==> src/rtl/vector_sequencer.sv <==
`timescale 1ns/1ps
`default_nettype none
// ============================================================================
// Module   : vector_sequencer
// Brief    : Walks NUM_VEC input vectors onto a DUT, samples each response after
//            a settle time and reports error count, first failing step and pass.
//            Define VECTOR_SEQUENCER_GRAY_EN to apply the vectors in Gray order.
// Revision : 1.0 - initial release
// ============================================================================
module vector_sequencer #(
    parameter int                         IN_W        = 3,
    parameter int                         OUT_W       = 1,
    parameter int                         NUM_VEC     = 8,
    parameter int                         SETTLE      = 2,
    parameter int                         CNT_W       = 16,
    parameter logic [NUM_VEC*OUT_W-1:0]   EXP_PATTERN = 8'hAE
) (
    input  logic                         clk,
    input  logic                         rst,
    input  logic                         start,
    input  logic                         abort,
    output logic [IN_W-1:0]              dut_in,
    input  logic [OUT_W-1:0]             dut_out,
    output logic                         busy,
    output logic                         done,
    output logic                         pass,
    output logic [CNT_W-1:0]             err_cnt,
    output logic                         fail_valid,
    output logic [$clog2(NUM_VEC)-1:0]   fail_idx
);

    localparam int c_STEP_W   = $clog2(NUM_VEC);
    localparam int c_SETTLE_W = $clog2(SETTLE + 1);

    typedef enum logic [1:0] {
        S_IDLE   = 2'd0,
        S_SETTLE = 2'd1,
        S_SAMPLE = 2'd2,
        S_DONE   = 2'd3
    } state_t;

    state_t                  r_state;
    state_t                  w_next;
    logic [IN_W-1:0]         r_dut_in;
    logic                    r_pass;
    logic [CNT_W-1:0]        r_err_cnt;
    logic                    r_fail_valid;
    logic [c_STEP_W-1:0]     r_fail_idx;
    logic [c_STEP_W-1:0]     r_step;
    logic [c_SETTLE_W-1:0]   r_settle;
    logic [OUT_W-1:0]        w_exp;
    logic                    w_mismatch;
    logic                    w_last;
    logic                    w_settled;

    // Vector applied at step k: binary k, or its Gray code when enabled.
    function automatic logic [IN_W-1:0] f_vec(input logic [c_STEP_W-1:0] k);
        logic [IN_W-1:0] v;
        v = '0;
        v[c_STEP_W-1:0] = k;
`ifdef VECTOR_SEQUENCER_GRAY_EN
        v = v ^ (v >> 1);
`endif
        return v;
    endfunction

    always_ff @(posedge clk or posedge rst) begin
        if (rst) begin
            r_state <= S_IDLE;
        end else begin
            r_state <= w_next;
        end
    end

    always_comb begin
        w_next     = r_state;
        busy       = 1'b0;
        done       = 1'b0;
        w_exp      = EXP_PATTERN[int'(r_step)*OUT_W +: OUT_W];
        w_mismatch = (dut_out != w_exp);
        w_last     = (r_step == c_STEP_W'(NUM_VEC - 1));
        w_settled  = (r_settle == c_SETTLE_W'(SETTLE - 1));
        case (r_state)
            S_IDLE: begin
                if (start && !abort) w_next = S_SETTLE;
            end
            S_SETTLE: begin
                busy = 1'b1;
                if (abort)          w_next = S_IDLE;
                else if (w_settled) w_next = S_SAMPLE;
            end
            S_SAMPLE: begin
                busy = 1'b1;
                if (abort)       w_next = S_IDLE;
                else if (w_last) w_next = S_DONE;
                else             w_next = S_SETTLE;
            end
            S_DONE: begin
                done   = !abort;
                w_next = S_IDLE;
            end
            default: w_next = S_IDLE;
        endcase
    end

    // Abort leaves counters and dut_in frozen; only pass is forced low.
    always_ff @(posedge clk or posedge rst) begin
        if (rst) begin
            r_dut_in     <= '0;
            r_pass       <= 1'b0;
            r_err_cnt    <= '0;
            r_fail_valid <= 1'b0;
            r_fail_idx   <= '0;
            r_step       <= '0;
            r_settle     <= '0;
        end else if (abort) begin
            r_pass <= 1'b0;
        end else begin
            case (r_state)
                S_IDLE: begin
                    if (start) begin
                        r_dut_in     <= f_vec('0);
                        r_pass       <= 1'b0;
                        r_err_cnt    <= '0;
                        r_fail_valid <= 1'b0;
                        r_fail_idx   <= '0;
                        r_step       <= '0;
                        r_settle     <= '0;
                    end
                end
                S_SETTLE: begin
                    r_settle <= r_settle + c_SETTLE_W'(1);
                end
                S_SAMPLE: begin
                    if (w_mismatch) begin
                        if (r_err_cnt != {CNT_W{1'b1}}) r_err_cnt <= r_err_cnt + CNT_W'(1);
                        if (!r_fail_valid) begin
                            r_fail_valid <= 1'b1;
                            r_fail_idx   <= r_step;
                        end
                    end
                    if (!w_last) begin
                        r_dut_in <= f_vec(r_step + c_STEP_W'(1));
                        r_step   <= r_step + c_STEP_W'(1);
                        r_settle <= '0;
                    end
                end
                S_DONE: begin
                    r_pass <= !r_fail_valid;
                end
                default: ;
            endcase
        end
    end

    assign dut_in     = r_dut_in;
    assign pass       = r_pass;
    assign err_cnt    = r_err_cnt;
    assign fail_valid = r_fail_valid;
    assign fail_idx   = r_fail_idx;

endmodule
`default_nettype wire

==> config.mk <==
export PLATFORM = sky130hd
export DESIGN_NAME = vector_sequencer
export DESIGN_NICKNAME = d
export VERILOG_FILES = /design/src/rtl/vector_sequencer.sv
export SDC_FILE = /design/constraint.sdc
export NUM_CORES = 1
export LEC_CHECK = 0
export ABC_AREA = 1
export CAP_MARGIN = 40
export CORE_UTILIZATION = 56
export CTS_CLUSTER_SIZE = 8
export DETAILED_ROUTE_END_ITERATION = 8
export PLACE_DENSITY = 0.84
export SYNTH_ARGS = -nofsm -noshare
export SYNTH_HDL_FRONTEND = slang
export SYNTH_SLANG_ARGS = --single-unit
==> constraint.sdc <==
create_clock -name clk -period 2.5 [get_ports clk]
set_input_delay 0.5 -clock clk [delete_from_list [all_inputs] [get_ports clk]]
set_output_delay 0.5 -clock clk [all_outputs]
set_load 0.03 [all_outputs]
==> qor.yml, run 1 <==
status:
  status: "finished, violations left"
  violations: "DRC"
timing:
  fin_setup_tns_ns: 0
  worst_pin_slew_ns: 0.421
  finalHoldViolations: 0
  max-slew-margin-rel_pct: 71.9
  fin_skew_ns: 0.0123
  setup_viol: 0
  min_period_over_period_pct: 92.3
  max_freq_mhz: 433
  grt_setup_unrepaired: "false"
  period_minus_slack_ns: 2.31
  slew_viol_final: 0
  fin_ws_ns: 0.192
final_layout:
  finalNetCount: 285
  design_area_um2: 2100
  syn_to_final_growth_pct: 21.1
  drive_gt1_share_pct: 6.30
  fin_util_pct: 73.5
  n_fill_cell: 240
  layout_commonest_cell: "nand2_1"
  layout_common_cells: "70 x nand2_1, 30 x clkdlybuf4s50_1, 28 x inv_1, 28 x dfrtp_1"
  antennaDiodeCount: 0
global_routing:
  grt_pass1_wl_um: 6190
  grt_max_degree: 29
  grt_antenna_before_repair: 0
  grt_overflow: 0
  grtUsageTotal_pct: 23.8
  grt_pass1_vias: 1437
worst_setup_path:
  crit_type: "primary input to output port"
  startpoint: "abort"
  r2r_start: "r_state[1]$_DFFE_PP0P_"
  path_cells: "clkdlybuf4s50_1, nor2_1, clkdlybuf4s50_1"
  slowest_stage: "clkdlybuf4s50_1"
  critPathCaptureType: "output port"
  cp_common_cell: "clkdlybuf4s50_1"
  crit_required_ns: 2.00
  worstPathArrival_ns: 1.81
  critPathMaxFanout: 3
  worst_path_largest_cell_delay_ns: 0.69
  start_kind: "primary input"
clocking:
  cts_buffers: 3
  root_buffer: "clkbuf_4"
  hold_buffers: 0
  clockBufferDepth: 2
  insertion_delay_ns: 0.32
  htreeDepth: 1
  cts_sinks: 28
  ctsResizeCount: 0
  clkTransAtPathRegs_ns: 0.14
  cts_setup_buffers: 0
  cts_tree: "done"
synth:
  yosysTopAreaCell: "dfrtp_1"
  synth-xor-area-share_pct: 2.02
  synth_top_family_by_area: "simple AND/OR/NAND/NOR gates"
  synth_seq_cells: 28
  synthMuxAreaShare_pct: 0
  ys.warnings.count: 0
  synth_area_um2: 1730
  synthSimpleGateAreaFrac_pct: 32.4
  synth_area_per_cell_um2: 7.31
  synth_compound_area_share_pct: 10.3
  postSynthCellCount: 237
  netlist-cell-type-count: 23
  synth_fa_ha_area_share_pct: 6.50
  ys_seq_area_share_pct: 40.5
  synth_top_cell_area_share_pct: 40.5
  syn-num-nets: 251
  synth_area_leaders: "dfrtp_1 40%, nand2_1 15%, nand3_1 6.6%, o21ai_0 6.6%, ha_1 6.5%"
routing:
  drtIter0Drc: 93
  routedWlPerCell_um: 11.8
  routed_via_density: 5.35
  antenna_left: 0
  drc_errors: 2
  vias: 1609
  first_pass_iters: 9
  routed_wl_um: 3560
power_and_ir_drop:
  leakage_nw: 0.980
  p_per_area_nw_per_um2: 626
  ir_worst_vdd_mv: 0.460
place:
  place_hpwl_um: 2740
  place.gp.congestion: 0.873
  io_buffer_count: 30
  pre_cts_ws_ns: 0.206
  place_area_um2: 2060
floorplanning:
  io_pins: 31
  chipHeight_um: 57.6
  die-width_um: 57.6
  initial_core_util_pct: 60.7
  core-area_um2: 2850
  num_rows: 19
  die-area_um2: 3320
worst_hold_path:
  min-delay-start: "r_settle[0]$_DFFE_PP0P_"
  hold_class: "flop to flop"
run:
  max_cap_violations: 0
[final cells by class]
class                      instances  area [µm²]  share of cell area [%]
inverter                          30         113                    5.37
clock buffer                       4        36.3                    1.73
sequential                        28         701                    33.4
tap                               31        38.8                    1.85
multi-input combinational        175         886                    42.2
timing repair buffer              33         323                    15.4
[per-layer routing]
metal / routed length, µm / GRT usage, %
met5: 0 / 0
met4: 57 / 8.36
met3: 112 / 2.90
met2: 1590 / 35.9
met1: 1800 / 35.4
[power by group]
part / internal, W / switching (W) / leakage, nW
Sequential: 0.000507 / 0.0000454 / 0.385
Clock: 0.0000889 / 0.000128 / 0.0210
Combinational: 0.000191 / 0.000351 / 0.574
[through the flow]
| step | hold slack (ns) | power [W] | instances |
|---|---|---|---|
| 2_1_floorplan | 0.457 | 0.000956 | 237 |
| 3_3_place_gp | 0.484 | 0.00109 | 297 |
| 3_5_place_dp | 0.490 | 0.00110 | 297 |
| 4_1_cts | 0.507 | 0.00133 | 301 |
| 5_1_grt | 0.528 | 0.00141 | 301 |
| 6_report | 0.505 | 0.00131 | 301 |
[worst max-delay path, delay by kind of cell]
| kind | cells | cell delay [ns] |
|---|---|---|
| buffers and inverters | 2 | 1.15 |
| and+or+nand+nor | 1 | 0.16 |
[cells by family (layout without fill, tap and decap cells)]
| family | Yosys count | in the layout |
|---|---|---|
| and+or+nand+nor | 129 | 129 |
| buffers and inverters | 34 | 67 |
| AOI/OAI and AO/OA | 33 | 33 |
| DFF | 28 | 28 |
| adders and majority gates | 9 | 9 |
| xor gates and xnor gates | 4 | 4 |
[worst paths after layout]
path | to | slack (ns) | depth (start not counted)
hold reg to reg | r_settle[0]$_DFFE_PP0P_ | 0.50 | 1
hold / removal | r_settle[0]$_DFFE_PP0P_ | 0.50 | 1
setup / recovery | done | 0.19 | 3
setup reg to reg | err_cnt[4]$_DFFE_PP0P_ | 0.67 | 7
min in group asynchronous | err_cnt[1]$_DFFE_PP0P_ | 0.52 | 3
max in group asynchronous | err_cnt[12]$_DFFE_PP0P_ | 1.71 | 3
[sequential cells by signal (all words and copies together), names as in the netlist]
signal,flops
fail_idx,3
r_settle,2
err_cnt,16
pass,1
r_step,3
r_state,2
fail_valid,1
[cells in the mapped netlist]
cell type / count
nand2_1: 70
dfrtp_1: 28
inv_1: 28
nand3_1: 23
o21ai_0: 23
nor2_1: 21
ha_1: 9
a21oi_1: 5
nand4_1: 4
nor2_2: 4
nand3b_1: 3
o21bai_1: 3
xor2_1: 3
buf_2: 2
buf_6: 2
inv_2: 2
nand3_2: 1
nor3_1: 1
nor3_2: 1
o21ai_2: 1
o22ai_1: 1
or2_2: 1
xnor2_1: 1
(Power assumes the default switching activity.)
==> run 2, diff against run 1 <==
--- a/config.mk
+++ b/config.mk
@@ -10,6 +10,7 @@
 export CORE_UTILIZATION = 56
 export CTS_CLUSTER_SIZE = 8
 export DETAILED_ROUTE_END_ITERATION = 8
+export HOLD_SLACK_MARGIN = 0.1
 export PLACE_DENSITY = 0.84
 export SYNTH_ARGS = -nofsm -noshare
 export SYNTH_HDL_FRONTEND = slang
==> results of run 2 <==
No change in the layout: final DEF, timing and power equal those of run 1.
==> run 3, diff against run 2 <==
--- a/config.mk
+++ b/config.mk
@@ -6,12 +6,13 @@
 export NUM_CORES = 1
 export LEC_CHECK = 0
 export ABC_AREA = 1
-export CAP_MARGIN = 40
+export CAP_MARGIN = 30
 export CORE_UTILIZATION = 56
 export CTS_CLUSTER_SIZE = 8
 export DETAILED_ROUTE_END_ITERATION = 8
 export HOLD_SLACK_MARGIN = 0.1
 export PLACE_DENSITY = 0.84
+export SETUP_SLACK_MARGIN = 0.2
 export SYNTH_ARGS = -nofsm -noshare
 export SYNTH_HDL_FRONTEND = slang
 export SYNTH_SLANG_ARGS = --single-unit
==> qor.yml, run 3 (same netlist as run 1, synthesis figures left out) <==
status:
  status: "finished, violations left"
  violations: "DRC"
global_routing:
  grtUsageTotal_pct: 23.8  # unchanged
  grt_pass1_wl_um: 6190  # unchanged
  grt_antenna_before_repair: 0  # unchanged
  grt_pass1_vias: 1437  # unchanged
  grt_max_degree: 29  # unchanged
  grt_overflow: 0  # unchanged
floorplanning:
  io_pins: 31  # unchanged
  initial_core_util_pct: 60.7  # unchanged
  core-area_um2: 2850  # unchanged
  num_rows: 19  # unchanged
  die-width_um: 57.6  # unchanged
  chipHeight_um: 57.6  # unchanged
  die-area_um2: 3320  # unchanged
worst_setup_path:
  crit_required_ns: 2.00  # about the same
  worstPathArrival_ns: 1.52  # -0.29 ns
  critPathMaxFanout: 7  # +4
  start_kind: "flop"
  slowest_stage: "clkdlybuf4s50_1"
  path_buf_inv: 1  # -1
  path_cells: "clkdlybuf4s50_1"
  worst_path_largest_cell_delay_ns: 0.71  # +0.02 ns
  crit_type: "flop to output port"
  cp_top_family: "buffers and inverters"
  critPathCaptureType: "output port"
clocking:
  cts_tree: "done"
  hold_buffers: 0  # unchanged
  root_buffer: "clkbuf_4"
  htreeDepth: 1  # unchanged
  cts_buffers: 3  # unchanged
  clockBufferDepth: 2  # unchanged
  clkTransAtPathRegs_ns: 0.16  # +0.02 ns
  cts_sinks: 28  # unchanged
  insertion_delay_ns: 0.32  # about the same
routing:
  routedWlPerCell_um: 11.8  # -0.39%
  route.met3.wl_um: 118  # +5.4%
  route.top_layer_used: "met4"
  routed_wl_um: 3540  # -0.39%
  vias: 1612  # +0.19%
  wl_met2_um: 1550  # -2.0%
  drtIter0Drc: 67  # -28%
  wl_met1_um: 1800  # about the same
  drc_errors: 2  # unchanged
  first_pass_iters: 9  # unchanged
  antenna_left: 0  # unchanged
  routed_via_density: 5.36  # +0.19%
timing:
  max-slew-margin-rel_pct: 71.4  # -0.49 points
  worst_pin_slew_ns: 0.428  # +0.00737 ns
  finalHoldViolations: 0  # unchanged
  fin_setup_tns_ns: 0  # unchanged
  setup_viol: 0  # unchanged
  min_period_over_period_pct: 80.6  # -12 points
  max_freq_mhz: 496  # +15%
  fin_hold_ws_ns: 0.505  # +0.0000140 ns
  fin_ws_ns: 0.485  # +0.293 ns
  grt_setup_unrepaired: "false"
  slew_viol_final: 0  # unchanged
  period_minus_slack_ns: 2.02  # -0.293 ns
  fin_skew_ns: 0.0149  # +0.00264 ns
power_and_ir_drop:
  internal_power_w: 0.000778  # -1.2%
  swShare_pct: 40.3  # +0.36 points
  combPwrFrac_pct: 40.8  # -0.5 points
  ir_worst_vdd_mv: 0.460  # about the same
  p_per_area_nw_per_um2: 622  # -0.62%
  total_power_w: 0.00130  # -0.56%
  seq_power_share_pct: 42.4  # +0.3 points
  leakage_nw: 1.00  # +2.0%
  clkPwrFrac_pct: 16.8  # +0.2 points
  p_sw_w: 0.000526  # +0.34%
place:
  place.gp.congestion: 0.873  # unchanged
  io_buffer_count: 30  # unchanged
  place_hpwl_um: 2740  # unchanged
  pre_cts_ws_ns: 0.206  # unchanged
final_layout:
  syn_to_final_growth_pct: 21.2  # about the same
  antennaDiodeCount: 0  # unchanged
  n_fill_cell: 239  # -0.42%
  drive_gt1_share_pct: 6.30  # unchanged
  finalNetCount: 285  # unchanged
  layout_common_cells: "70 x nand2_1, 28 x inv_1, 28 x dfrtp_1, 28 x clkdlybuf4s50_1"
  largest_register_ffs: 16  # unchanged
  layout_commonest_cell: "nand2_1"
run:
  max_cap_violations: 0  # unchanged
worst_hold_path:
  hold_class: "flop to flop"
-- run 3: cell type report --
class,count,area [µm²],share of cell area (%)
clock buffers,4,36.3,1.73
inverters,30,113,5.37
multi-input cells,175,886,42.2
flip-flops and latches,28,701,33.4
well taps,31,38.8,1.85
repair buffers,33,324,15.4
-- run 3: worst register-to-register path, stage by stage (launching register included) --
cell     delay (ns)
dfrtp_1        0.43
inv_1          0.09
ha_1           0.23
inv_2          0.09
nor2_2         0.07
nor2_2         0.19
nand3_2        0.38
o21ai_0        0.30
-- run 3: metrics by stage --
stage	utilization (%)	instance area, µm²	instances
2_1_floorplan	-	1730	237
3_3_place_gp	72.2	2060	297
3_5_place_dp	72.2	2060	297
4_1_cts	73.5	2100	301
5_1_grt	73.6	2100	301
6_report	73.6	2100	301
-- run 3: what timing repair did --
| action | 4_1_cts | 5_1_grt |
|---|---|---|
| setup endpoints to repair | 1 | 1 |
| resized for setup | 1 | 1 |
| setup buffers | 0 | 0 |
-- run 3: worst paths after layout --
| check | to | cells after the start | start | slack, ns |
|---|---|---|---|---|
| setup / recovery | err_cnt[13] | 1 | err_cnt[13]$_DFFE_PP0P_ | 0.48 |
| hold / removal | r_settle[0]$_DFFE_PP0P_ | 1 | r_settle[0]$_DFFE_PP0P_ | 0.50 |
| setup reg to reg | err_cnt[4]$_DFFE_PP0P_ | 7 | r_state[1]$_DFFE_PP0P_ | 0.68 |
| hold reg to reg | r_settle[0]$_DFFE_PP0P_ | 1 | r_settle[0]$_DFFE_PP0P_ | 0.50 |
| max in group asynchronous | fail_valid$_DFFE_PP0P_ | 3 | rst | 1.71 |
| min in group asynchronous | err_cnt[3]$_DFFE_PP0P_ | 3 | rst | 0.52 |
-- run 3: power by group through the flow --
stage,logic (W),clock network (W),registers (W)
after global routing,0.000595,0.000244,0.000564
final,0.000533,0.000219,0.000553
after detailed placement,0.000543,0,0.000561
after floorplan,0.000347,0,0.000609
after global placement,0.000527,0,0.000561
after CTS,0.000535,0.000228,0.000553
-- run 3: per-layer routing --
layer	track usage (%)	vias to the layer above
met2	35.9	30
li1	-	829
met3	2.90	8
met5	0	-
met4	8.36	0
met1	35.4	745
